### src/rtl/spi_shift_register.sv
// rtl/spi_shift_register.sv - byte-wide SPI transmit/receive shift path
// Loads a byte on send_data, shifts it out on mosi and assembles miso while tip is high.
module spi_shift_register (
  input  logic       PCLK,
  input  logic       PRESET,
  input  logic       send_data,
  input  logic [7:0] data_mosi,
  input  logic       lsbfe,
  input  logic       tip,
  input  logic       sample_stb,
  input  logic       shift_stb,
  input  logic       miso,
  input  logic       receive_data,
  output logic       mosi,
  output logic [7:0] data_miso,
  output logic       rx_valid,
  output logic       busy
);

  typedef enum logic [1:0] {
    IDLE  = 2'd0,
    ARMED = 2'd1,
    SHIFT = 2'd2
  } state_t;

  state_t     state;
  logic [7:0] tx_reg;
  logic [7:0] rx_reg;
  logic [2:0] tx_cnt;
  logic [3:0] rx_cnt;
  logic       lsbfe_q;

  logic       load_acc;
  logic       rx_full;
  logic       tx_adv;

  // Frame index to register bit position; shared by the TX and RX sides.
  function automatic logic [2:0] bit_map(input logic [2:0] idx, input logic lsb_first);
    return lsb_first ? idx : (3'd7 - idx);
  endfunction

  assign load_acc = send_data && ((state == IDLE) || ((state == ARMED) && !tip));
  assign rx_full  = (rx_cnt == 4'd8);

  // Shift advances only once a sample has landed ahead of it, which makes
  // the leading CPHA=1 shift edge a no-op and keeps bit 0 on the line.
  assign tx_adv   = shift_stb && (rx_cnt > {1'b0, tx_cnt}) && (tx_cnt != 3'd7);

  assign busy     = (state != IDLE);

  always_comb begin
    mosi = 1'b0;
    if (state != IDLE) begin
      mosi = tx_reg[bit_map(tx_cnt, lsbfe_q)];
    end
  end

  always_ff @(posedge PCLK or posedge PRESET) begin
    if (PRESET) begin
      state     <= IDLE;
      tx_reg    <= 8'h00;
      rx_reg    <= 8'h00;
      tx_cnt    <= 3'd0;
      rx_cnt    <= 4'd0;
      lsbfe_q   <= 1'b0;
      data_miso <= 8'h00;
      rx_valid  <= 1'b0;
    end else begin
      rx_valid <= 1'b0;
      if (load_acc) begin
        tx_reg  <= data_mosi;
        lsbfe_q <= lsbfe;
        rx_reg  <= 8'h00;
        tx_cnt  <= 3'd0;
        rx_cnt  <= 4'd0;
        state   <= ARMED;
      end else begin
        case (state)
          IDLE: begin
            state <= IDLE;
          end
          ARMED: begin
            if (tip) begin
              state <= SHIFT;
            end
          end
          SHIFT: begin
            // receive_data wins over a simultaneous tip drop.
            if (receive_data) begin
              if (rx_full) begin
                data_miso <= rx_reg;
                rx_valid  <= 1'b1;
              end
              state <= IDLE;
            end else if (!tip) begin
              state <= IDLE;
            end else begin
              if (sample_stb && !rx_full) begin
                rx_reg[bit_map(rx_cnt[2:0], lsbfe_q)] <= miso;
                rx_cnt <= rx_cnt + 4'd1;
              end
              if (tx_adv) begin
                tx_cnt <= tx_cnt + 3'd1;
              end
            end
          end
          default: begin
            state <= IDLE;
          end
        endcase
      end
    end
  end

endmodule

### config.mk
export PLATFORM = sky130hd
export DESIGN_NAME = spi_shift_register
export DESIGN_NICKNAME = d
export VERILOG_FILES = /design/src/rtl/spi_shift_register.sv
export SDC_FILE = /design/constraint.sdc
export NUM_CORES = 1
export LEC_CHECK = 0
export BUFFER_PORTS_ARGS = -buffer_cell sky130_fd_sc_hd__buf_2
export CAP_MARGIN = 15
export CELL_PAD_IN_SITES_DETAIL_PLACEMENT = 0
export CELL_PAD_IN_SITES_GLOBAL_PLACEMENT = 2
export CORE_ASPECT_RATIO = 2
export CORE_UTILIZATION = 30
export CTS_BUF_LIST = sky130_fd_sc_hd__clkbuf_2 sky130_fd_sc_hd__clkbuf_4 sky130_fd_sc_hd__clkbuf_8
export CTS_CLUSTER_SIZE = 30
export DETAILED_ROUTE_END_ITERATION = 12
export GPL_ROUTABILITY_DRIVEN = 0
export GPL_TIMING_DRIVEN = 0
export PLACE_DENSITY = 0.79
export RECOVER_POWER = 50
export SKIP_CTS_REPAIR_TIMING = 1
export SLEW_MARGIN = 20
export SYNTH_ARGS = -nofsm -noshare
export SYNTH_HDL_FRONTEND = slang
export SYNTH_SLANG_ARGS = --single-unit
### constraint.sdc
create_clock -name PCLK -period 4.2 [get_ports PCLK]
set_input_delay 0.42 -clock PCLK [delete_from_list [all_inputs] [get_ports PCLK]]
set_output_delay 0.42 -clock PCLK [all_outputs]
set_load 0.02 [all_outputs]
==> results.sh, run 1 <==
export IMPL_synth_top_family_by_area="multiplexers"
export IMPL_avgSynthCellArea_sq_um=10.9
export IMPL_setup_viol=0
export IMPL_crit_chain="clkbuf_2, and3b_1, a21o_1, a222oi_1, nand4b_1, and3_1, buf_2"
export IMPL_synth_nets=192
export IMPL_clk_path_buf_depth=2
export IMPL_slowest_stage="dfrtp_1"
export IMPL_cp_max_fo=8
export IMPL_ir_drop_uv=174
export IMPL_clockRootBuffer="clkbuf_8"
export IMPL_switching_share=0.266
export IMPL_yosysWarnings=0
export IMPL_drcViolationCount=0
export IMPL_intPower_uw=585
export IMPL_rsz0062_at_grt="no"
export IMPL_synthXorXnorAreaFrac=0.0334
export IMPL_clkPwrFrac=0.345
export IMPL_firstDrtPassIters=4
export IMPL_slew_headroom=0.123
export IMPL_dp_hpwl_um=2910
export IMPL_synth_area_leaders="dfrtp_1, mux2_2, mux2i_1"
export IMPL_clkSinkCount=35
export IMPL_htree_levels=2
export IMPL_cp_top_family="compound AO/OA/AOI/OAI gates"
export IMPL_power_frac_comb=0.184
export IMPL_start_util=0.308
export IMPL_die_height_um=113
export IMPL_core_sq_um=5960
export IMPL_synth_top_cell_by_area="dfrtp_1"
export IMPL_clk_latency_ns=0.28
export IMPL_clk_pin_slew_ns=0.07
export IMPL_fin_skew_ns=0.00402
export IMPL_wl_met2_um=2160
export IMPL_finalCriticalPeriod_ns=2.51
export IMPL_drt_met1_wl_um=1490
export IMPL_synthCells=168
export IMPL_antenna_found_initial=0
export IMPL_tightest_slew_ns=1.31
export IMPL_synth_top_area_frac=0.477
export IMPL_synth_simple_area_share=0.167
export IMPL_arrival_ns=2.09
export IMPL_tritoncts="done"
export IMPL_rows=40
export IMPL_synth_cell_types=36
export IMPL_fmax_ghz=0.399
export IMPL_path_buf_inv=2
export IMPL_ys_ff_latch=35
export IMPL_area_delta_synth_final_pct=16.4
export IMPL_grt_max_degree=36
export IMPL_finalHoldViolCount=0
export IMPL_cp_required_ns=3.78
export IMPL_grt_pass1_vias=1381
export IMPL_worst_path_largest_cell_delay_ns=0.42
export IMPL_fin_nets=225
export IMPL_routed_wl_um=3820
export IMPL_vias_per_cell=5.00
export IMPL_fp_dieW_um=57.3
export IMPL_netlist_area_sq_um=1840
export IMPL_detail_route_iter0_violations=32
export IMPL_routedWlPerCell_um=14.4
export IMPL_synth_seq_area_share=0.477
export IMPL_end_kind="primary output"
export IMPL_power_leakage_nw=1.03
export IMPL_synthAdderAreaFrac=0.0477
export IMPL_powerDensity_nw_per_um2=372
export IMPL_cts_inserted_buffers=5
export IMPL_dieArea_sq_um=6460
export IMPL_synth_compound_area_frac=0.0518
export IMPL_startpoint_type="flip-flop"
export IMPL_switchingPower_uw=212
export IMPL_grt_use_total=0.132
export IMPL_muxShareOfSynthArea=0.175
export IMPL_pwr_share_seq=0.471
export IMPL_fin_crit_sh=0.597
export IMPL_io_pins=28
export IMPL_fin_setup_tns_ns=0
export IMPL_drv_slew=0
export IMPL_dr_wl_met3_um=93
export IMPL_gr_total_overflow=0
export IMPL_holdCritPathClass="in2reg"
export IMPL_max_cap_viol_count=0
export IMPL_vias=1324
export IMPL_whs_ns=0.368
export IMPL_dr_max_layer_used="met4"
export IMPL_status="finished clean"
export IMPL_diodes=0
export IMPL_path_class="reg2out"
export IMPL_port_buffers=26
export IMPL_drive_above_1_share=0.287
export IMPL_ant_nets=0
export IMPL_grt_pass1_wl_um=6470
## per-layer routing
metal,GRT usage,vias to the layer above
li1,-,649
met3,0.0173,5
met1,0.144,650
met5,0,-
met4,0.0634,0
met2,0.242,20
## area by class of cell
| cell class | instances | area (sq um) |
|---|---|---|
| flip-flops and latches | 35 | 876 |
| multi-input cells | 115 | 872 |
| inverters | 7 | 26.3 |
| clock buffers | 8 | 104 |
| well taps | 63 | 78.8 |
| repair buffers | 26 | 126 |
| plain buffers | 11 | 55.1 |
| fillers | 608 | 3820 |
## metrics by stage
step	setup slack [ns]	cell area, sq um	total power, mW	utilization	std cells
after floorplan	2.27	1840	0.494	-	168
after global placement	1.98	2050	0.533	0.343	257
after detailed placement	2.01	2050	0.535	0.343	257
after CTS	1.68	2150	0.815	0.361	265
after global routing	1.55	2140	0.838	0.359	265
final	1.69	2140	0.796	0.359	265
## cell families after synthesis
group,count (synthesis)
AO/OA/AOI/OAI,14
XOR/XNOR,7
adder cells (fa/ha/maj),7
buffers and inverters,18
flip-flops,35
multiplexers,30
AND/OR/NAND/NOR,57
## cell usage in the layout, fill, tap and decap left out
cell type,count
dfrtp_1,35
buf_2,27
nor2_1,18
mux2_2,17
mux2i_1,13
nor3_1,12
inv_1,7
clkbuf_1,7
nand2_1,7
ha_1,7
clkbuf_8,7
and3_1,4
xor2_1,4
xnor2_1,3
a21oi_1,3
nand2b_1,3
o21ai_0,3
nand4b_1,3
buf_4,2
a21o_1,2
a222oi_1,2
nand3b_1,1
nand3_1,1
and4bb_1,1
and2_1,1
nor3b_1,1
nor3_4,1
o31ai_1,1
or2_2,1
clkbuf_2,1
a31oi_1,1
a21boi_0,1
and3b_1,1
nor2b_1,1
a21oi_2,1
nand4_1,1
clkbuf_4,1
## worst paths after layout
path,from,to,slack (ns),cells past startpoint
hold reg to reg,state[1],state[0],0.50,1
setup / recovery,tx_cnt[0],mosi,1.69,7
setup reg to reg,rx_cnt[0],data_miso[1],2.08,6
max in group asynchronous,PRESET,data_miso[5],2.92,2
min in group asynchronous,PRESET,tx_reg[7],0.50,2
hold / removal,data_mosi[7],tx_reg[7],0.37,2
## cell usage after synthesis
master / number
nand4b_1: 3
nor2_1: 18
nand3_1: 1
a21oi_1: 3
nor3b_1: 1
mux2_2: 17
buf_2: 4
and2_1: 1
dfrtp_1: 35
inv_1: 7
a21oi_2: 1
and3b_1: 1
a222oi_1: 2
a21boi_0: 1
nor3_4: 1
and3_1: 4
xor2_1: 4
clkbuf_2: 1
a21o_1: 2
a31oi_1: 1
ha_1: 7
or2_2: 1
buf_4: 2
nor2b_1: 1
nand2_1: 7
o31ai_1: 1
nand2b_1: 3
nor3_1: 12
mux2i_1: 13
nand4_1: 1
buf_6: 1
nand3b_1: 1
xnor2_1: 3
clkbuf_1: 3
and4bb_1: 1
o21ai_0: 3
## power groups by stage
stage                     combinational (mW)  clock, mW  sequential (mW)
after CTS                              0.153      0.286            0.375
after global placement                 0.152          0            0.381
after detailed placement               0.152          0            0.382
after global routing                   0.164      0.297            0.377
after floorplan                        0.116          0            0.378
final                                  0.147      0.275            0.375
(Power assumes the default switching activity.)
==> inputs of run 2 (changes only) <==
clock period = 2.4 ns   (was 4.2 ns; I/O delays follow)
==> results.sh, run 2 (synthesized netlist as in run 1, its figures left out) <==
export IMPL_io_pins=28
export IMPL_vias_per_cell=4.98
export IMPL_htree_levels=2
export IMPL_routedWlPerCell_um=14.4
export IMPL_multi_input_area_sq_um=872
export IMPL_fp_dieW_um=57.3
export IMPL_powerDensity_nw_per_um2=653
export IMPL_grt_pass1_wl_um=6470
export IMPL_fin_nets=224
export IMPL_diodes=0
export IMPL_rows=40
export IMPL_dieArea_sq_um=6460
export IMPL_gr_total_overflow=0
export IMPL_ff2ff_setup_slack_ns=0.28
export IMPL_tritoncts="done"
export IMPL_clkPwrFrac=0.345
export IMPL_final_cell_mix="dfrtp_1, buf_2, nor2_1, mux2_2, mux2i_1"
export IMPL_post_route_util=0.358
export IMPL_r2r_start="rx_cnt[0]"
export IMPL_power_leakage_nw=1.02
export IMPL_die_height_um=113
export IMPL_clk_path_buf_depth=2
export IMPL_detail_route_iter0_violations=32
export IMPL_crit_chain="buf_2, and3b_1, a21o_1, a222oi_1, nand4b_1, and3_1, buf_2"
export IMPL_crit_path_start="tx_cnt[1]"
export IMPL_power_total_mw=1.39
export IMPL_setup_viol=0
export IMPL_worst_path_largest_cell_delay_ns=0.39
export IMPL_clkSinkCount=35
export IMPL_placed_area_sq_um=2050
export IMPL_antenna_found_initial=0
export IMPL_r2r_end="data_miso[1]"
export IMPL_tightest_slew_ns=1.31
export IMPL_port_buffers=26
export IMPL_switching_share=0.265
export IMPL_startpoint_type="flip-flop"
export IMPL_cp_max_fo=9
export IMPL_vias=1314
export IMPL_fmax_ghz=0.446
export IMPL_clk_latency_ns=0.28
export IMPL_dp_hpwl_um=2910
export IMPL_intPower_mw=1.02
export IMPL_fin_skew_ns=0.00325
export IMPL_holdCritPathClass="in2reg"
export IMPL_rsz0062_at_grt="no"
export IMPL_rr_worst_depth=6
export IMPL_fin_area_sq_um=2130
export IMPL_core_sq_um=5960
export IMPL_drive_above_1_share=0.284
export IMPL_hold_start="data_mosi[7]"
export IMPL_status="finished clean"
export IMPL_clockRootBuffer="clkbuf_8"
export IMPL_grt_pass1_vias=1381
export IMPL_drv_slew=0
export IMPL_grt_use_total=0.132
export IMPL_arrival_ns=2.00
export IMPL_crit_top_cell="buf_2"
export IMPL_path_class="reg2out"
export IMPL_ant_nets=0
export IMPL_routed_wl_um=3800
export IMPL_firstDrtPassIters=4
export IMPL_clk_pin_slew_ns=0.07
export IMPL_slowest_stage="dfrtp_1"
export IMPL_fin_setup_tns_ns=0
export IMPL_whs_ns=0.189
export IMPL_finalCriticalPeriod_ns=2.24
export IMPL_slew_headroom=0.125
export IMPL_min_path_cells=2
export IMPL_end_kind="primary output"
export IMPL_max_cap_viol_count=0
export IMPL_cts_inserted_buffers=5
export IMPL_power_frac_comb=0.184
export IMPL_area_delta_synth_final_pct=16.1
export IMPL_pwr_share_seq=0.471
export IMPL_finalHoldViolCount=0
export IMPL_final_common_cell="dfrtp_1"
export IMPL_cp_required_ns=2.16
export IMPL_drcViolationCount=0
export IMPL_seq_area_sq_um=876
export IMPL_switchingPower_uw=369
export IMPL_ir_drop_uv=304
export IMPL_fin_crit_sh=0.933
export IMPL_worst_hold_path_endpoint="tx_reg[7]"
export IMPL_grt_max_degree=36
export IMPL_n_fill_cell=609
export IMPL_start_util=0.308
## run 2: changes by cell type in the layout (fill, tap and decap cells not counted), sizes merged
cell / previous run / this run
clkbuf: 16 / 15
## run 2: worst max-delay path by stage
stage	slack, ns	depth (start not counted)	end
floorplan	0.59	8	rx_reg[4]
global placement	0.25	8	rx_reg[5]
detailed placement	0.25	6	data_miso[1]
CTS	0.06	7	mosi
global route	0.02	8	rx_reg[5]
finish	0.16	7	mosi
## run 2: area by class of cell
class                   count  area share
plain buffers              10      0.0235
clock buffers               8      0.0487
inverters                   7      0.0123
multi-input cells         115       0.409
flip-flops and latches     35       0.411
well taps                  63      0.0370
repair buffers             26      0.0592
## run 2: power groups by stage
stage / clock, mW / combinational, mW / sequential (mW)
3_5_place_dp: 0 / 0.267 / 0.669
2_1_floorplan: 0 / 0.203 / 0.661
4_1_cts: 0.501 / 0.267 / 0.657
5_1_grt: 0.520 / 0.286 / 0.660
3_3_place_gp: 0 / 0.265 / 0.667
6_report: 0.480 / 0.257 / 0.656
## run 2: metrics by stage
step / cells / setup slack (ns)
after CTS: 265 / 0.0596
final: 264 / 0.160
after floorplan: 168 / 0.588
after detailed placement: 257 / 0.252
after global routing: 264 / 0.0205
after global placement: 257 / 0.250
## run 2: worst max-delay path: cells and delay by family (launching register included)
| family | cells | cell delay, ns |
|---|---|---|
| DFF | 1 | 0.39 |
| AOI/OAI and AO/OA | 2 | 0.50 |
| buffers and inverters | 2 | 0.32 |
| and+or+nand+nor | 3 | 0.52 |
## run 2: per-layer routing
layer / track usage / share of wire
met1: 0.144 / 0.39
met4: 0.0634 / 0.020
met5: 0 / 0
met3: 0.0173 / 0.024
met2: 0.242 / 0.57
